$ cat config.mk
export PLATFORM = sky130hd
export DESIGN_NAME = alu8_operand_sequencer
export DESIGN_NICKNAME = d
export VERILOG_FILES = /design/src/rtl/alu8_operand_sequencer.sv
export SDC_FILE = /design/constraint.sdc
export NUM_CORES = 1
export LEC_CHECK = 0
export ABC_CLOCK_PERIOD_IN_PS = 2500
export BUFFER_PORTS_ARGS = -buffer_cell sky130_fd_sc_hd__buf_2
export CAP_MARGIN = 20
export CORE_ASPECT_RATIO = 1.4
export CORE_MARGIN = 8
export CORE_UTILIZATION = 45
export DETAILED_ROUTE_END_ITERATION = 8
export GPL_TIMING_DRIVEN = 0
export PLACE_DENSITY = 0.76
export SYNTH_ARGS = -nofsm -noshare
export SYNTH_HDL_FRONTEND = slang
export SYNTH_SLANG_ARGS = --single-unit
$ cat constraint.sdc
create_clock -name clk -period 2.5 [get_ports clk]
set_clock_uncertainty 0.1 [all_clocks]
set_input_delay 0.25 -clock clk [delete_from_list [all_inputs] [get_ports clk]]
set_output_delay 0.25 -clock clk [all_outputs]
set_load 0.05 [all_outputs]
$ cat src/rtl/alu8_operand_sequencer.sv
// Byte-serial operand sequencer for an 8-bit ALU: collects header/left/right
// bytes, issues the operation, and captures the result on the issue handshake.
module alu8_operand_sequencer #(
  parameter int CNT_W = 8
) (
  input  logic             clk,
  input  logic             reset,
  input  logic             in_valid,
  input  logic [7:0]       in_data,
  output logic             in_ready,
  output logic [7:0]       left,
  output logic [7:0]       right,
  output logic [1:0]       mode,
  input  logic [7:0]       alu_result,
  output logic             op_valid,
  input  logic             op_ready,
  output logic [7:0]       last_result,
  output logic [CNT_W-1:0] op_count,
  output logic [CNT_W-1:0] err_count
);

  typedef enum logic [1:0] {
    HDR   = 2'd0,
    LEFT  = 2'd1,
    RIGHT = 2'd2,
    ISSUE = 2'd3
  } state_t;

  localparam logic [CNT_W-1:0] ONE_C = {{(CNT_W-1){1'b0}}, 1'b1};
  localparam logic [CNT_W-1:0] MAX_C = {CNT_W{1'b1}};

  state_t           state_r;
  state_t           state_n;
  logic [7:0]       left_r;
  logic [7:0]       right_r;
  logic [1:0]       mode_r;
  logic [7:0]       last_result_r;
  logic [CNT_W-1:0] op_count_r;
  logic [CNT_W-1:0] err_count_r;
  logic             in_ready_r;
  logic             op_valid_r;

  logic accept_s;
  logic issue_s;
  logic hdr_ok_s;
  logic ld_mode_s;
  logic ld_left_s;
  logic ld_chain_s;
  logic ld_right_s;
  logic err_inc_s;

  // Reserved header bits must be clear for the header to be accepted as a command.
  function automatic logic header_ok(input logic [7:0] b);
    return (b[7:3] == 5'b00000);
  endfunction

  // Next-state and register-load decode.
  always_comb begin
    state_n    = state_r;
    accept_s   = in_valid & in_ready_r;
    issue_s    = op_valid_r & op_ready;
    hdr_ok_s   = header_ok(in_data);
    ld_mode_s  = 1'b0;
    ld_left_s  = 1'b0;
    ld_chain_s = 1'b0;
    ld_right_s = 1'b0;
    err_inc_s  = 1'b0;
    case (state_r)
      HDR: begin
        if (accept_s && hdr_ok_s) begin
          ld_mode_s = 1'b1;
          if (in_data[2]) begin
            ld_chain_s = 1'b1;
            state_n    = RIGHT;
          end else begin
            state_n = LEFT;
          end
        end else if (accept_s) begin
          err_inc_s = 1'b1;
          state_n   = HDR;
        end else begin
          state_n = HDR;
        end
      end
      LEFT: begin
        if (accept_s) begin
          ld_left_s = 1'b1;
          state_n   = RIGHT;
        end else begin
          state_n = LEFT;
        end
      end
      RIGHT: begin
        if (accept_s) begin
          ld_right_s = 1'b1;
          state_n    = ISSUE;
        end else begin
          state_n = RIGHT;
        end
      end
      ISSUE: begin
        if (issue_s) begin
          state_n = HDR;
        end else begin
          state_n = ISSUE;
        end
      end
      default: begin
        state_n = HDR;
      end
    endcase
  end

  // State, operand, result and counter registers; handshake flags follow the next state.
  always_ff @(posedge clk) begin
    if (reset) begin
      state_r       <= HDR;
      left_r        <= 8'h00;
      right_r       <= 8'h00;
      mode_r        <= 2'b00;
      last_result_r <= 8'h00;
      op_count_r    <= '0;
      err_count_r   <= '0;
      in_ready_r    <= 1'b1;
      op_valid_r    <= 1'b0;
    end else begin
      state_r    <= state_n;
      in_ready_r <= (state_n != ISSUE);
      op_valid_r <= (state_n == ISSUE);
      if (ld_mode_s) begin
        mode_r <= in_data[1:0];
      end
      if (ld_chain_s) begin
        left_r <= last_result_r;
      end
      if (ld_left_s) begin
        left_r <= in_data;
      end
      if (ld_right_s) begin
        right_r <= in_data;
      end
      if (issue_s) begin
        last_result_r <= alu_result;
        op_count_r    <= op_count_r + ONE_C;
      end
      // err_count saturates rather than wrapping.
      if (err_inc_s && (err_count_r != MAX_C)) begin
        err_count_r <= err_count_r + ONE_C;
      end
    end
  end

  assign in_ready    = in_ready_r;
  assign op_valid    = op_valid_r;
  assign left        = left_r;
  assign right       = right_r;
  assign mode        = mode_r;
  assign last_result = last_result_r;
  assign op_count    = op_count_r;
  assign err_count   = err_count_r;

endmodule

==> results.json, run 1 <==
{
  "outcome": "completed",
  "ys.flop_type": "dfxtp_1",
  "cts_setup_buffers": 0,
  "pin_count": 64,
  "clk_latency_ps": 300,
  "endpoint_kind": "flop",
  "r2r_slack_ps": 450,
  "setup.worst_path.end": "err_count[7]",
  "rows": 28,
  "postRouteAntennaNets": 0,
  "drc": 0,
  "rsz0062_at_grt": "false",
  "period_needed_ps": 2050,
  "grt_pass1_vias": 1820,
  "syn_area_per_cell_um2": 8.90,
  "slew_viol_final": 0,
  "gr-usage-all-layers_pct": 15.4,
  "path_class": "flop to flop",
  "drt-initial-drc-count": 76,
  "fin_setup_tns_ps": 0,
  "synth_cell_types": 48,
  "hold_viol_final": 0,
  "cts_num_sinks": 46,
  "reg2reg_from": "state_r[0]",
  "max_clock_freq_mhz": 487,
  "core_mm2": 0.00424,
  "io_buffers": 62,
  "h-tree-depth": 2,
  "hold-worst-slack_ps": 84.6,
  "area_delta_synth_final_pct": 26.7,
  "cts.path.max_buffers": 2,
  "synth-edff-count": 0,
  "synth_area_leaders": "dfxtp_1 47%, nand2_1 7.4%, a21oi_1 5.1%",
  "p_per_area_mw_per_mm2": 644,
  "synth_top_area_share_pct": 46.6,
  "finalNonFillerCells": 352,
  "place_hpwl_mm": 3.90,
  "max-slew-margin-rel_pct": 63.8,
  "yosysSeqAreaShare_pct": 46.6,
  "grt_pass1_wl_mm": 8.47,
  "placed_cells": 344,
  "synth_area_mm2": 0.00198,
  "ctsResizeCount": 0,
  "die_w_um": 72.0,
  "yosys_warnings": 0,
  "yosysTopAreaCell": "dfxtp_1",
  "critPathLaunch": "state_r[0]",
  "vias": 1838,
  "diodes": 0,
  "drive_gt1_share_pct": 28.1,
  "clk_pin_slew_worst_paths_ps": 90,
  "fin_nets": 313,
  "reg2reg_depth": 5,
  "place_area_mm2": 0.00236,
  "overflow": 0,
  "grt_max_degree": 15,
  "die_h_um": 94.4,
  "place_ws_ps": 438,
  "r2r-end": "err_count[7]",
  "setup_ws_ps": 448,
  "dr.pass1.iters": 4,
  "cp_max_fo": 9,
  "avgRoutedWirePerCell_um": 14.6,
  "setup_violations": 0,
  "arrival_ps": 2150,
  "worstSetupStartpointType": "flop",
  "gp_congestion": 0.840,
  "syn-num-nets": 244,
  "drt-total-wl_mm": 5.15,
  "p_leak_nw": 1.09,
  "cts_tree": "done",
  "synth-seq-cells": 46,
  "root_buffer": "clkbuf_8",
  "start_util_pct": 46.6,
  "period_share_pct": 82.1,
  "crit_required_ps": 2600,
  "synthArstFlopShare_pct": 0,
  "holdPathStages": 3,
  "vias_per_cell": 5.22,
  "cts_made_buffers": 5,
  "vdd_drop_max_mv": 0.387,
  "die_area_mm2": 0.00680,
  "synth_cells": 222,
  "min_path_type": "input pin to flop",
  "holdBufCountCts": 0,
  "cap_violations": 0,
  "antenna_found_initial": 0,
  "tightest_slew_ps": 543,
  "final_area_mm2": 0.00250
}
==> final cells by class <==
cell class,instances,area (µm²)
fillers,417,1730
plain buffers,11,51.3
repair buffers,62,310
clock buffers,6,82.6
multi-input cells,159,982
clock inverters,2,60.1
well taps,60,75.1
inverters,6,22.5
flip-flops and latches,46,921
==> stage by stage <==
| step | total power [mW] | util (%) |
|---|---|---|
| 2_1_floorplan | 0.896 | - |
| 6_report | 1.61 | 59.1 |
| 5_1_grt | 1.67 | 59.1 |
| 4_1_cts | 1.62 | 59.1 |
| 3_5_place_dp | 0.953 | 55.7 |
| 3_3_place_gp | 0.951 | 55.7 |
==> state kept, by name, indices dropped and copies added (netlist names) <==
name,count
err_count,8
state_r,2
in_ready,1
mode,2
left,8
right,8
last_result,8
op_count,8
op_valid,1
==> where the power goes <==
part / switching (mW) / total [mW] / leakage [nW] / internal (mW)
Sequential: 0.0133 / 0.762 / 0.372 / 0.748
Combinational: 0.123 / 0.174 / 0.645 / 0.0511
Clock: 0.251 / 0.678 / 0.0714 / 0.426
==> cells in the mapped netlist (3+ instances only) <==
cell type and count:
nand4_1 7, clkbuf_1 6, mux2i_1 9, nand3_1 3
xor2_1 6, nor2_1 23, nor2b_1 3, inv_1 6
a21oi_1 20, a211oi_1 6, dfxtp_1 46, nand2_1 39
nor3_1 3
==> critical path, cell delays in order (launching register included) <==
cell	delay (ps)
dfxtp_1	300
clkbuf_1	190
nor4bb_1	390
o21ai_1	220
nor4_1	390
mux2_2	370
==> metal layers <==
layer	share of wire (%)	track usage, %
met1	43	17.2
met2	51	27.0
met3	4.7	3.61
met4	1.9	7.18
met5	0	0
==> kinds of logic (layout without fill, tap and decap cells) <==
| kind of cell | count (synthesis) | in the layout | synth area share, % |
|---|---|---|---|
| and+or+nand+nor | 93 | 93 | 23.0 |
| AOI/OAI and AO/OA | 46 | 46 | 16.6 |
| DFF | 46 | 46 | 46.6 |
| buffers and inverters | 17 | 87 | 3.73 |
| muxes | 11 | 11 | 5.70 |
| xor gates and xnor gates | 7 | 7 | 3.10 |
| adders and majority gates | 2 | 2 | 1.27 |
==> cell usage in the layout, fill, tap and decap left out, types with 6 or more instances in the layout <==
cell | netlist | final
dfxtp_1 | 46 | 46
clkbuf_8 | 0 | 6
a21oi_1 | 20 | 20
nand2_1 | 39 | 39
buf_2 | 2 | 64
nand4_1 | 7 | 7
clkbuf_1 | 6 | 6
xor2_1 | 6 | 6
a211oi_1 | 6 | 6
mux2i_1 | 9 | 9
inv_1 | 6 | 6
nor2_1 | 23 | 23
==> worst min path at each step <==
stage	from	to	slack, ps
final	alu_result[5]	last_result[5]	80
after CTS	alu_result[6]	last_result[6]	80
after floorplan	in_data[2]	left[2]	270
after global placement	right[0]	right[0]	340
after global routing	alu_result[5]	last_result[5]	80
after detailed placement	right[2]	right[2]	350
Power figures use the tool's default switching activity.
==> run 2, diff against run 1 <==
ABC_CLOCK_PERIOD_IN_PS = 1800   (was 2500)
PLACE_DENSITY = 0.79   (was 0.76)
clock period = 1.8 ns   (was 2.5 ns; I/O delays follow)
==> run 2 against run 1 <==
Net effect:
- flip-flop and latch count stayed put
- combinational power is 46% higher
- global-route usage is 0.057 points higher
- fmax is 18% higher
- critical path depth stayed put
- via count is 0.76% lower
- core utilization is 0.68 points higher
- register-to-register slack worse by 390 ps
- count of clock-buffer cells in the layout is 1 higher
- largest cell class unchanged
==> results.json, run 2 (same netlist as run 1, synthesis figures left out) <==
{
  "combPwrFrac_pct": 12.9,
  "drt-total-wl_mm": 5.11,
  "root_buffer": "clkbuf_8",
  "die_area_mm2": 0.00680,
  "final_area_mm2": 0.00253,
  "crit_required_ps": 1900,
  "vias": 1824,
  "hold_viol_final": 0,
  "reg2reg_depth": 5,
  "place_ws_ps": -235,
  "die_h_um": 94.4,
  "drive_gt1_share_pct": 32.5,
  "place_hpwl_mm": 3.87,
  "period_needed_ps": 1740,
  "p_leak_nw": 1.10,
  "crit_chain": "nor4bb_4 > o21ai_2 > buf_4 > nor3_1 > mux2_2",
  "min_path_type": "input pin to flop",
  "dr.pass1.iters": 4,
  "setup_violations": 0,
  "gp_congestion": 0.828,
  "rows": 28,
  "endpoint_kind": "flop",
  "p_int_mw": 1.43,
  "h-tree-depth": 2,
  "max_clock_freq_mhz": 575,
  "core_mm2": 0.00424,
  "outcome": "completed",
  "antenna_found_initial": 0,
  "p_sw_uw": 530,
  "cts_tree": "done",
  "holdPathStages": 3,
  "cp_max_fo": 7,
  "area_delta_synth_final_pct": 28.2,
  "fin_setup_tns_ps": 0,
  "final_cell_mix": "63 x buf_2, 40 x dfxtp_1, 39 x nand2_1",
  "setup_ws_ps": 60.9,
  "max-slew-margin-rel_pct": 62.4,
  "finalNonFillerCells": 355,
  "fin_util_pct": 59.8,
  "grt_pass1_vias": 1855,
  "vias_per_cell": 5.14,
  "pin_count": 64,
  "io_buffers": 62,
  "place_area_mm2": 0.00237,
  "p_per_area_mw_per_mm2": 775,
  "cts_num_sinks": 46,
  "arrival_ps": 1840,
  "cp_num_buf_inv": 1,
  "seqPwrFrac_pct": 54.1,
  "slew_viol_final": 0,
  "vdd_drop_max_mv": 0.586,
  "fin_nets": 316,
  "worstSetupStartpointType": "flop",
  "clockPowerShare_pct": 33.0,
  "tightest_slew_ps": 564,
  "cts.path.max_buffers": 2,
  "die_w_um": 72.0,
  "start_util_pct": 46.6,
  "final_common_cell": "buf_2",
  "holdBufCountCts": 0,
  "postRouteAntennaNets": 0,
  "grt_pass1_wl_mm": 8.25,
  "clk_latency_ps": 300,
  "path_class": "flop to flop",
  "fillers": 396,
  "cp_slowest_stage_delay_ps": 380,
  "gr-usage-all-layers_pct": 15.5,
  "cts_made_buffers": 5,
  "switching_share_pct": 27.0,
  "drc": 0,
  "worstSetupPathDepth": 5,
  "diodes": 0,
  "overflow": 0,
  "avgRoutedWirePerCell_um": 14.4,
  "period_share_pct": 96.6,
  "cp_slowest_cell": "dfxtp_4",
  "cpLargestDelayFamily": "simple AND/OR/NAND/NOR gates",
  "clk_pin_slew_worst_paths_ps": 90,
  "cap_violations": 0,
  "placed_cells": 344,
  "grt_max_degree": 14,
  "drt-initial-drc-count": 84
}
[run 2: path summary, 6_finish.rpt]
| kind | from | to | slack (ps) |
|---|---|---|---|
| setup reg to reg | in_ready | err_count[5] | 60 |
| setup / recovery | in_ready | err_count[5] | 60 |
| hold reg to reg | right[6] | right[6] | 360 |
| hold / removal | alu_result[4] | last_result[4] | 10 |
[run 2: per-stage QoR]
stage	power, mW	hold slack, ps
floorplan	1.24	195
global placement	1.32	323
detailed placement	1.32	328
CTS	1.97	4.10
global route	2.05	14.3
finish	1.96	11.1
[run 2: routing by layer]
layer  wire length (µm)  track usage (%)  vias to the layer above
li1                   -                -                      928
met1               2050             16.3                      845
met2               2680             27.0                       44
met3                280             4.67                        7
met4                103             8.55                        0
met5                  0                0                        -
[run 2: cell type report]
cell class              count  area (µm²)  area share [%]
clock buffers               7        86.3            3.41
clock inverters             1        5.00           0.198
inverters                   6        22.5           0.889
multi-input cells         159        1020            40.4
repair buffers             66         340            13.4
flip-flops and latches     46         931            36.7
plain buffers              10        50.0            1.98
well taps                  60        75.1            2.96
[run 2: tightest hold or removal path: stages]
cell and delay (ps):
buf_2 100, nand2_1 40, a21oi_1 50
[run 2: power groups by stage]
stage	combinational [mW]	sequential [mW]	clock (mW)
after global placement	0.238	1.08	0
after global routing	0.275	1.07	0.704
after detailed placement	0.241	1.08	0
after CTS	0.244	1.06	0.664
after floorplan	0.0975	1.15	0
final	0.254	1.06	0.648
[run 2: what timing repair did]
action | in CTS | in global routing
endpoints found under the setup margin | 11 | 8
gates cloned | 0 | 0
resized for setup | 4 | 8
pin swaps | 3 | 1
setup buffers | 2 | 2
